<file path="src/rtl/bounded_pulse_gen.sv">
// bounded_pulse_gen: transmit driver for the bounded-duration pulse protocol.
// Accepts one pulse request at a time, clamps the requested width into
// [MIN_HIGH, MAX_HIGH], drives a registered pulse, and then holds at least
// MIN_LOW low cycles before the next request can be taken.
//
// Optional build macro BOUNDED_PULSE_GEN_ABORT_EN adds an abort input that
// truncates the current pulse but never below MIN_HIGH cycles.
//
// state | meaning
// IDLE  | ready for a request, pulse_out low
// HIGH  | driving pulse_out high, high counter running
// GAP   | enforced low run of MIN_LOW cycles after a pulse
module bounded_pulse_gen #(
  parameter int MIN_HIGH = 2,
  parameter int MAX_HIGH = 6,
  parameter int MIN_LOW  = 1,
  parameter int WIDTH_W  = 3,
  parameter int CNT_W    = 16
) (
  input  logic               clk,
  input  logic               rst,
  input  logic               start,
  input  logic [WIDTH_W-1:0] width_in,
`ifdef BOUNDED_PULSE_GEN_ABORT_EN
  input  logic               abort,
`endif
  output logic               ready,
  output logic               pulse_out,
  output logic               done,
  output logic               clamped,
  output logic [CNT_W-1:0]   pulse_cnt
);

  // Elaboration-time parameter legality checks
  if (MIN_HIGH < 1) begin : g_bad_min_high
    $fatal(1, "bounded_pulse_gen: MIN_HIGH must be >= 1");
  end
  if (MAX_HIGH < MIN_HIGH) begin : g_bad_max_high
    $fatal(1, "bounded_pulse_gen: MAX_HIGH must be >= MIN_HIGH");
  end
  if (MAX_HIGH >= (1 << WIDTH_W)) begin : g_bad_width
    $fatal(1, "bounded_pulse_gen: MAX_HIGH must fit in WIDTH_W bits");
  end
  if (MIN_LOW < 1) begin : g_bad_min_low
    $fatal(1, "bounded_pulse_gen: MIN_LOW must be >= 1");
  end

  localparam int GAP_W = (MIN_LOW < 2) ? 1 : $clog2(MIN_LOW + 1);
  localparam logic [WIDTH_W-1:0] MIN_H  = WIDTH_W'(MIN_HIGH);
  localparam logic [WIDTH_W-1:0] MAX_H  = WIDTH_W'(MAX_HIGH);
  localparam logic [WIDTH_W-1:0] MIN_M1 = WIDTH_W'(MIN_HIGH - 1);

  typedef enum logic [1:0] {
    IDLE = 2'd0,
    HIGH = 2'd1,
    GAP  = 2'd2
  } state_t;

  state_t             state, state_nxt;
  logic [WIDTH_W-1:0] eff_w;
  logic               is_clamped;
  logic [WIDTH_W-1:0] high_left;   // high cycles remaining, including current
  logic [WIDTH_W-1:0] min_left;    // cycles until MIN_HIGH has been reached
  logic [GAP_W-1:0]   gap_left;    // gap cycles remaining, including current
  logic               clamp_flag;
  logic               abort_in;
  logic               abort_pend;
  logic               abort_act;
  logic               accept;
  logic               high_end;
  logic               gap_end;
  logic               pulse_d;
  logic               done_d;
  logic               clamped_d;

`ifdef BOUNDED_PULSE_GEN_ABORT_EN
  assign abort_in = abort;
`else
  assign abort_in = 1'b0;
`endif

  // Clamp the requested width into the legal range
  always_comb begin
    eff_w = width_in;
    if (width_in < MIN_H) begin
      eff_w = MIN_H;
    end else if (width_in > MAX_H) begin
      eff_w = MAX_H;
    end
    is_clamped = (eff_w != width_in);
  end

  // An abort seen before the minimum is reached is remembered until min_left expires
  assign abort_act = abort_in || abort_pend;
  assign accept    = (state == IDLE) && start;
  assign high_end  = (state == HIGH) &&
                     ((high_left == WIDTH_W'(1)) || (abort_act && (min_left == '0)));
  assign gap_end   = (state == GAP) && (gap_left == GAP_W'(1));

  // State register
  always_ff @(posedge clk or posedge rst) begin
    if (rst) begin
      state <= IDLE;
    end else begin
      state <= state_nxt;
    end
  end

  // Next-state decode
  always_comb begin
    state_nxt = state;
    case (state)
      IDLE:    if (accept)   state_nxt = HIGH;
      HIGH:    if (high_end) state_nxt = GAP;
      GAP:     if (gap_end)  state_nxt = IDLE;
      default: state_nxt = IDLE;
    endcase
  end

  // Down-counters and per-pulse latched attributes
  always_ff @(posedge clk or posedge rst) begin
    if (rst) begin
      high_left  <= '0;
      min_left   <= '0;
      gap_left   <= '0;
      clamp_flag <= 1'b0;
      abort_pend <= 1'b0;
    end else if (accept) begin
      high_left  <= eff_w;
      min_left   <= MIN_M1;
      clamp_flag <= is_clamped;
      abort_pend <= 1'b0;
    end else if (state == HIGH) begin
      if (high_end) begin
        high_left  <= '0;
        min_left   <= '0;
        gap_left   <= GAP_W'(MIN_LOW);
        abort_pend <= 1'b0;
      end else begin
        high_left <= high_left - WIDTH_W'(1);
        if (min_left != '0) begin
          min_left <= min_left - WIDTH_W'(1);
        end
        if (abort_in) begin
          abort_pend <= 1'b1;
        end
      end
    end else if (state == GAP) begin
      gap_left <= gap_left - GAP_W'(1);
    end
  end

  // Output decode: ready straight from state, registered outputs from next state
  always_comb begin
    ready     = (state == IDLE);
    pulse_d   = (state_nxt == HIGH);
    done_d    = high_end;
    clamped_d = high_end && clamp_flag;
  end

  // Output registers and completed-pulse counter
  always_ff @(posedge clk or posedge rst) begin
    if (rst) begin
      pulse_out <= 1'b0;
      done      <= 1'b0;
      clamped   <= 1'b0;
      pulse_cnt <= '0;
    end else begin
      pulse_out <= pulse_d;
      done      <= done_d;
      clamped   <= clamped_d;
      if (high_end) begin
        pulse_cnt <= pulse_cnt + CNT_W'(1);
      end
    end
  end

endmodule

</file>
<file path="config.mk">
export PLATFORM = sky130hd
export DESIGN_NAME = bounded_pulse_gen
export DESIGN_NICKNAME = d
export VERILOG_FILES = /design/src/rtl/bounded_pulse_gen.sv
export SDC_FILE = /design/constraint.sdc
export NUM_CORES = 1
export LEC_CHECK = 0
export ABC_AREA = 1
export ABC_CLOCK_PERIOD_IN_PS = 2000
export CORE_AREA = 8 8 65 81
export CTS_BUF_LIST = sky130_fd_sc_hd__clkbuf_8 sky130_fd_sc_hd__clkbuf_16
export DETAILED_ROUTE_END_ITERATION = 6
export DIE_AREA = 0 0 73 89
export DONT_BUFFER_PORTS = 1
export PLACE_DENSITY_LB_ADDON = 0.25
export SETUP_SLACK_MARGIN = 0.02
export SYNTH_ARGS = -nofsm -noshare
export SYNTH_HDL_FRONTEND = slang
export SYNTH_SLANG_ARGS = --single-unit
</file>
<file path="constraint.sdc">
create_clock -name clk -period 2 [get_ports clk]
set_input_delay 0.5 -clock clk [delete_from_list [all_inputs] [get_ports clk]]
set_output_delay 0.5 -clock clk [all_outputs]
set_load 0.02 [all_outputs]
</file>
* Word level (Yosys, flattened, before mapping)
Index checks and enable logic that the tools add are counted.
Storage, ports and cells: input bits 6, output and inout port bits 20, bits in registers 30, word-level logic and storage cells 58
Cells by class: add/sub/neg operators 4, muxes and demuxes 19, equality and inequality tests 6, bitwise operators 1, order comparisons 2, reduce and logical (&&, ||, !) cells 16
Operators with widths (count):
- $mux 3 | 9
- $add 16x1->16 const B | 1
- $mux 1 | 6
- $mux 2 | 3
- $pmux 2 s3 | 1
- $reduce_bool 2->1 | 3
- $reduce_bool 3->1 | 2
- $sub 3x1->3 const B | 2
- $logic_and 1x1->1 | 5
- $eq 2x1->1 const B | 2
- $reduce_and 2->1 | 2
- $eq 3x1->1 const B | 1
- $gt 3x3->1 const B | 1
- $logic_not 3->1 | 1
- $lt 3x2->1 const B | 1
- $ne 3x3->1 | 1
- $reduce_and 3->1 | 1
- $eq 2x2->1 const B | 1
- $logic_not 2->1 | 1
- $ne 2x2->1 const B | 1
- $logic_or 1x1->1 | 1
- $not 1->1 | 1
- $sub 1x1->1 const B | 1

* Depth between registers and ports, before layout
word-level depth 7, gate-level depth with buffers 9, mapped depth without buffers 9

* Worst setup path after synthesis
OpenSTA, ideal clock, no wires.
path kind register to register, start point reg state[1], end point reg pulse_cnt[9], path buffers 0, path slack 0.561 ns, library setup time 0.113 ns, period minus slack after synthesis 1.439 ns, arrival 1.327 ns, stages on the path, launching flop included 10, data required time 1.887 ns, path through dfrtp_1 -> inv_1 -> ha_1 -> nand3_4 -> nor2_8 -> nand2_2 -> nor2_1 -> nand2_1 -> nand2_1 -> inv_1
On the way: longest elaborated chain between the ends 2
RTL lines:
- from (decl) | line 59 | state_t state, state_nxt;
- from (signal assigned) | line 105 | state <= state_nxt;
- $eq 2x1->1 | line 96 | assign high_end = (state == HIGH) &&
- $logic_and 1x1->1 | line 96
- to (signal assigned) | line 173 | pulse_cnt <= pulse_cnt + CNT_W'(1);
- to (decl) | line 31 | output logic [CNT_W-1:0] pulse_cnt
No other way between the ends. A chain may end at the register's enable or synchronous reset.

* Worst setup path after layout
start point reg state[0], end point out ready
On the way: longest elaborated chain between the ends 1
RTL lines:
- $logic_not 2->1 | line 155 | ready = (state == IDLE);
- to (decl) | line 27 | output logic ready,
No other way between the ends.

==> impl_metrics.csv <==
group,metric,value,unit
run_status,status,"finished clean",
grt,grt.met1_usage,0.0897,
clock_network,holdBufCountCts,0,
critical_path,path_delay_family,"flip-flops",
critical_path,slowest_stage,"dfrtp_1",
pwr,p_sw,0.652,mW
pwr,clockPowerShare,0.175,
synthesis,ys_seq_elements,26,
clock_network,cts_setup_buffers,0,
clock_network,cts_made_buffers,3,
synthesis,synth_cell_types,25,
timing,rsz0062_at_grt,"false",
clock_network,cts_max_level,1,
finish,diodes,0,
critical_path,rrSetupSlack,410,ps
synthesis,yosysWarnings,0,
pwr,pwr-share-seq,0.480,
placement,io_buffers,0,
drt,dr.pass1.iters,4,
timing,slew_headroom,0.778,
finish,area_growth,8.76,%
timing,maxSlewViolCount,0,
critical_path,cp_num_buf_inv,1,
critical_path,arrival,1140,ps
clock_network,clkLatencyLatePin,260,ps
synthesis,syn_inst,152,
finish,final_common_cell,"nand2_1",
floorplan,ioPinCount,26,
critical_path,r2r.worst_path.cells,9,
clock_network,clock-sinks,26,
finish,final_cell_mix,"nand2_1, inv_1, dfrtp_1, nand3_1, nor2_1",
pwr,p_leak,0.748,nW
critical_path,critPathMaxStageDelay,420,ps
floorplan,die_area,6500,um^2
hold_path,hold_path_class,"in -> async",
grt,grt_use_met2,0.165,
timing,setup_tns,0,ps
grt,antenna_found_initial,0,
grt,grt_remaining_overflow,0,
run,maxCapViolCount,0,
drt,avgViaCountPerCell,4.65,
grt,grt_first_pass_wirelength,4.57,mm
synthesis,synth.cell_area,1360,um^2
floorplan,core_area,4000,um^2
drt,drc,0,
finish,fillers,427,
pwr,p_per_area,1110,nW/um^2
synthesis,syn_avg_cell_area,8.92,um^2
synthesis,synth-seq-area-share,0.480,
drt,wl_per_cell,12.4,um
floorplan,die_x,73,um
pwr,ir_worst_vdd,0.708,mV
timing,layout_setup_ws,363,ps
clock_network,cts_root_buf,"clkbuf_8",
timing,fin_crit,1640,ps
drt,drt_iter0_markers,52,
clock_network,cts_tree,"done",
grt,grt_max_degree,27,
clock_network,clk_pin_slew,90,ps
timing,setup_viol,0,
drt,vias,985,
critical_path,end_kind,"output port",
timing,final_hold_viol_count,0,
floorplan,row_count,26,
critical_path,r2r_end,"pulse_cnt[9]",
timing,fmax,611,MHz
pwr,p_int,0.993,mW
critical_path,cp_cell_sequence,"inv_1 -> ha_1",
grt,gr-usage-met3,0.0325,
grt,grt_usage,0.0898,
drt,ant_nets,0,
floorplan,chipHeight,89,um
finish,layout-drive-gt1-share,0.0705,
pwr,pwr-share-comb,0.345,
clock_network,cts_resized,0,
pwr,switching_share,0.396,
timing,worst_pin_slew,333,ps
critical_path,critPathRequiredTime,1500,ps
timing,period_share,0.819,
drt,routed_wl,2.63,mm
grt,grt_pass1_vias,999,
placement,place_ws,393,ps
critical_path,worst-setup-path-type,"reg -> out",
synthesis,synth_nets,165,
critical_path,critPathLaunchType,"flop",
placement,post-dp-hpwl,2.11,mm
critical_path,critical_path.max_fanout,4,
critical_path,r2r_start,"state[1]",
clock_network,clockBufferDepth,2,
timing,clock_skew,5.82,ps
finish,fin_nets,171,
floorplan,start_util,0.339,
grt,grt_busiest_layer,"met2",
placement,gp_congestion,0.789,
==> worst reg2reg max path, delay by kind of cell, from the launching register on <==
kind,cells,cell delay [ps]
flip-flops,1,410
buffers and inverters,2,130
adder cells (fa/ha/maj),1,270
AND/OR/NAND/NOR,6,680
==> kinds of logic after synthesis <==
family | after synthesis | share of synthesized area
and+or+nand+nor | 71 | 0.256
buffers and inverters | 26 | 0.0720
DFF | 26 | 0.480
xor gates and xnor gates | 12 | 0.0775
AOI/OAI and AO/OA | 10 | 0.0498
adders and majority gates | 7 | 0.0646
==> layer usage <==
layer | routed length, um | share of wire
met4 | 13 | 0.0050
met1 | 963 | 0.37
met2 | 1380 | 0.52
met3 | 270 | 0.10
met5 | 0 | 0
==> synthesized netlist by cell type (all sizes together) <==
| cell | number | share of area |
|---|---|---|
| a21oi | 2 | 0.0074 |
| a22oi | 1 | 0.0055 |
| a31o | 1 | 0.0065 |
| dfrtp | 26 | 0.48 |
| ha | 7 | 0.065 |
| inv | 26 | 0.072 |
| nand2 | 34 | 0.096 |
| nand3 | 15 | 0.068 |
| nand3b | 1 | 0.0055 |
| nand4 | 4 | 0.018 |
| nor2 | 15 | 0.061 |
| nor3 | 2 | 0.0074 |
| o211ai | 2 | 0.011 |
| o21a | 1 | 0.0055 |
| o21ai | 1 | 0.0037 |
| o21bai | 1 | 0.0055 |
| o22ai | 1 | 0.0046 |
| xnor2 | 6 | 0.039 |
| xor2 | 6 | 0.039 |
==> power by group through the flow <==
stage                     registers [mW]  clock network (mW)  logic, mW
after floorplan                    0.775                   0      0.472
final                              0.790               0.288      0.567
after global routing               0.806               0.331      0.667
after CTS                          0.794               0.306      0.577
after detailed placement           0.804                   0      0.577
after global placement             0.801                   0      0.559
==> state kept, by name, summed over array words and instances (netlist names) <==
name / flops
clamp_flag: 1
clamped: 1
done: 1
gap_left: 1
high_left: 3
pulse_cnt: 16
pulse_out: 1
state: 2
==> how the worst max path moves through the flow <==
stage | startpoint | endpoint | slack, ps | cells after the start
6_report | state[0] | ready | 360 | 2
3_5_place_dp | state[1] | pulse_cnt[8] | 390 | 7
3_3_place_gp | state[0] | high_left[1] | 450 | 6
2_1_floorplan | state[1] | pulse_cnt[9] | 560 | 9
5_1_grt | state[1] | pulse_cnt[9] | 220 | 9
4_1_cts | state[0] | ready | 350 | 2
==> area by class of cell <==
class,instances,area [um^2],area share
Sequential cell,26,651,0.441
Clock buffer,3,41.3,0.0280
Multi-Input combinational cell,100,608,0.412
Timing Repair Buffer,1,7.51,0.00509
Tap cell,56,70.1,0.0475
Inverter,26,97.6,0.0662
==> stage by stage <==
step                      area (um^2)  std cells  hold slack [ps]  total power [mW]   util
after floorplan                  1360        152              460              1.25      -
after global placement           1430        209              466              1.36  0.358
after detailed placement         1430        209              472              1.38  0.358
after CTS                        1480        212              177              1.68  0.369
after global routing             1480        212              195              1.80  0.369
final                            1480        212              161              1.64  0.369
No activity file was read; power rests on OpenSTA's default activity.
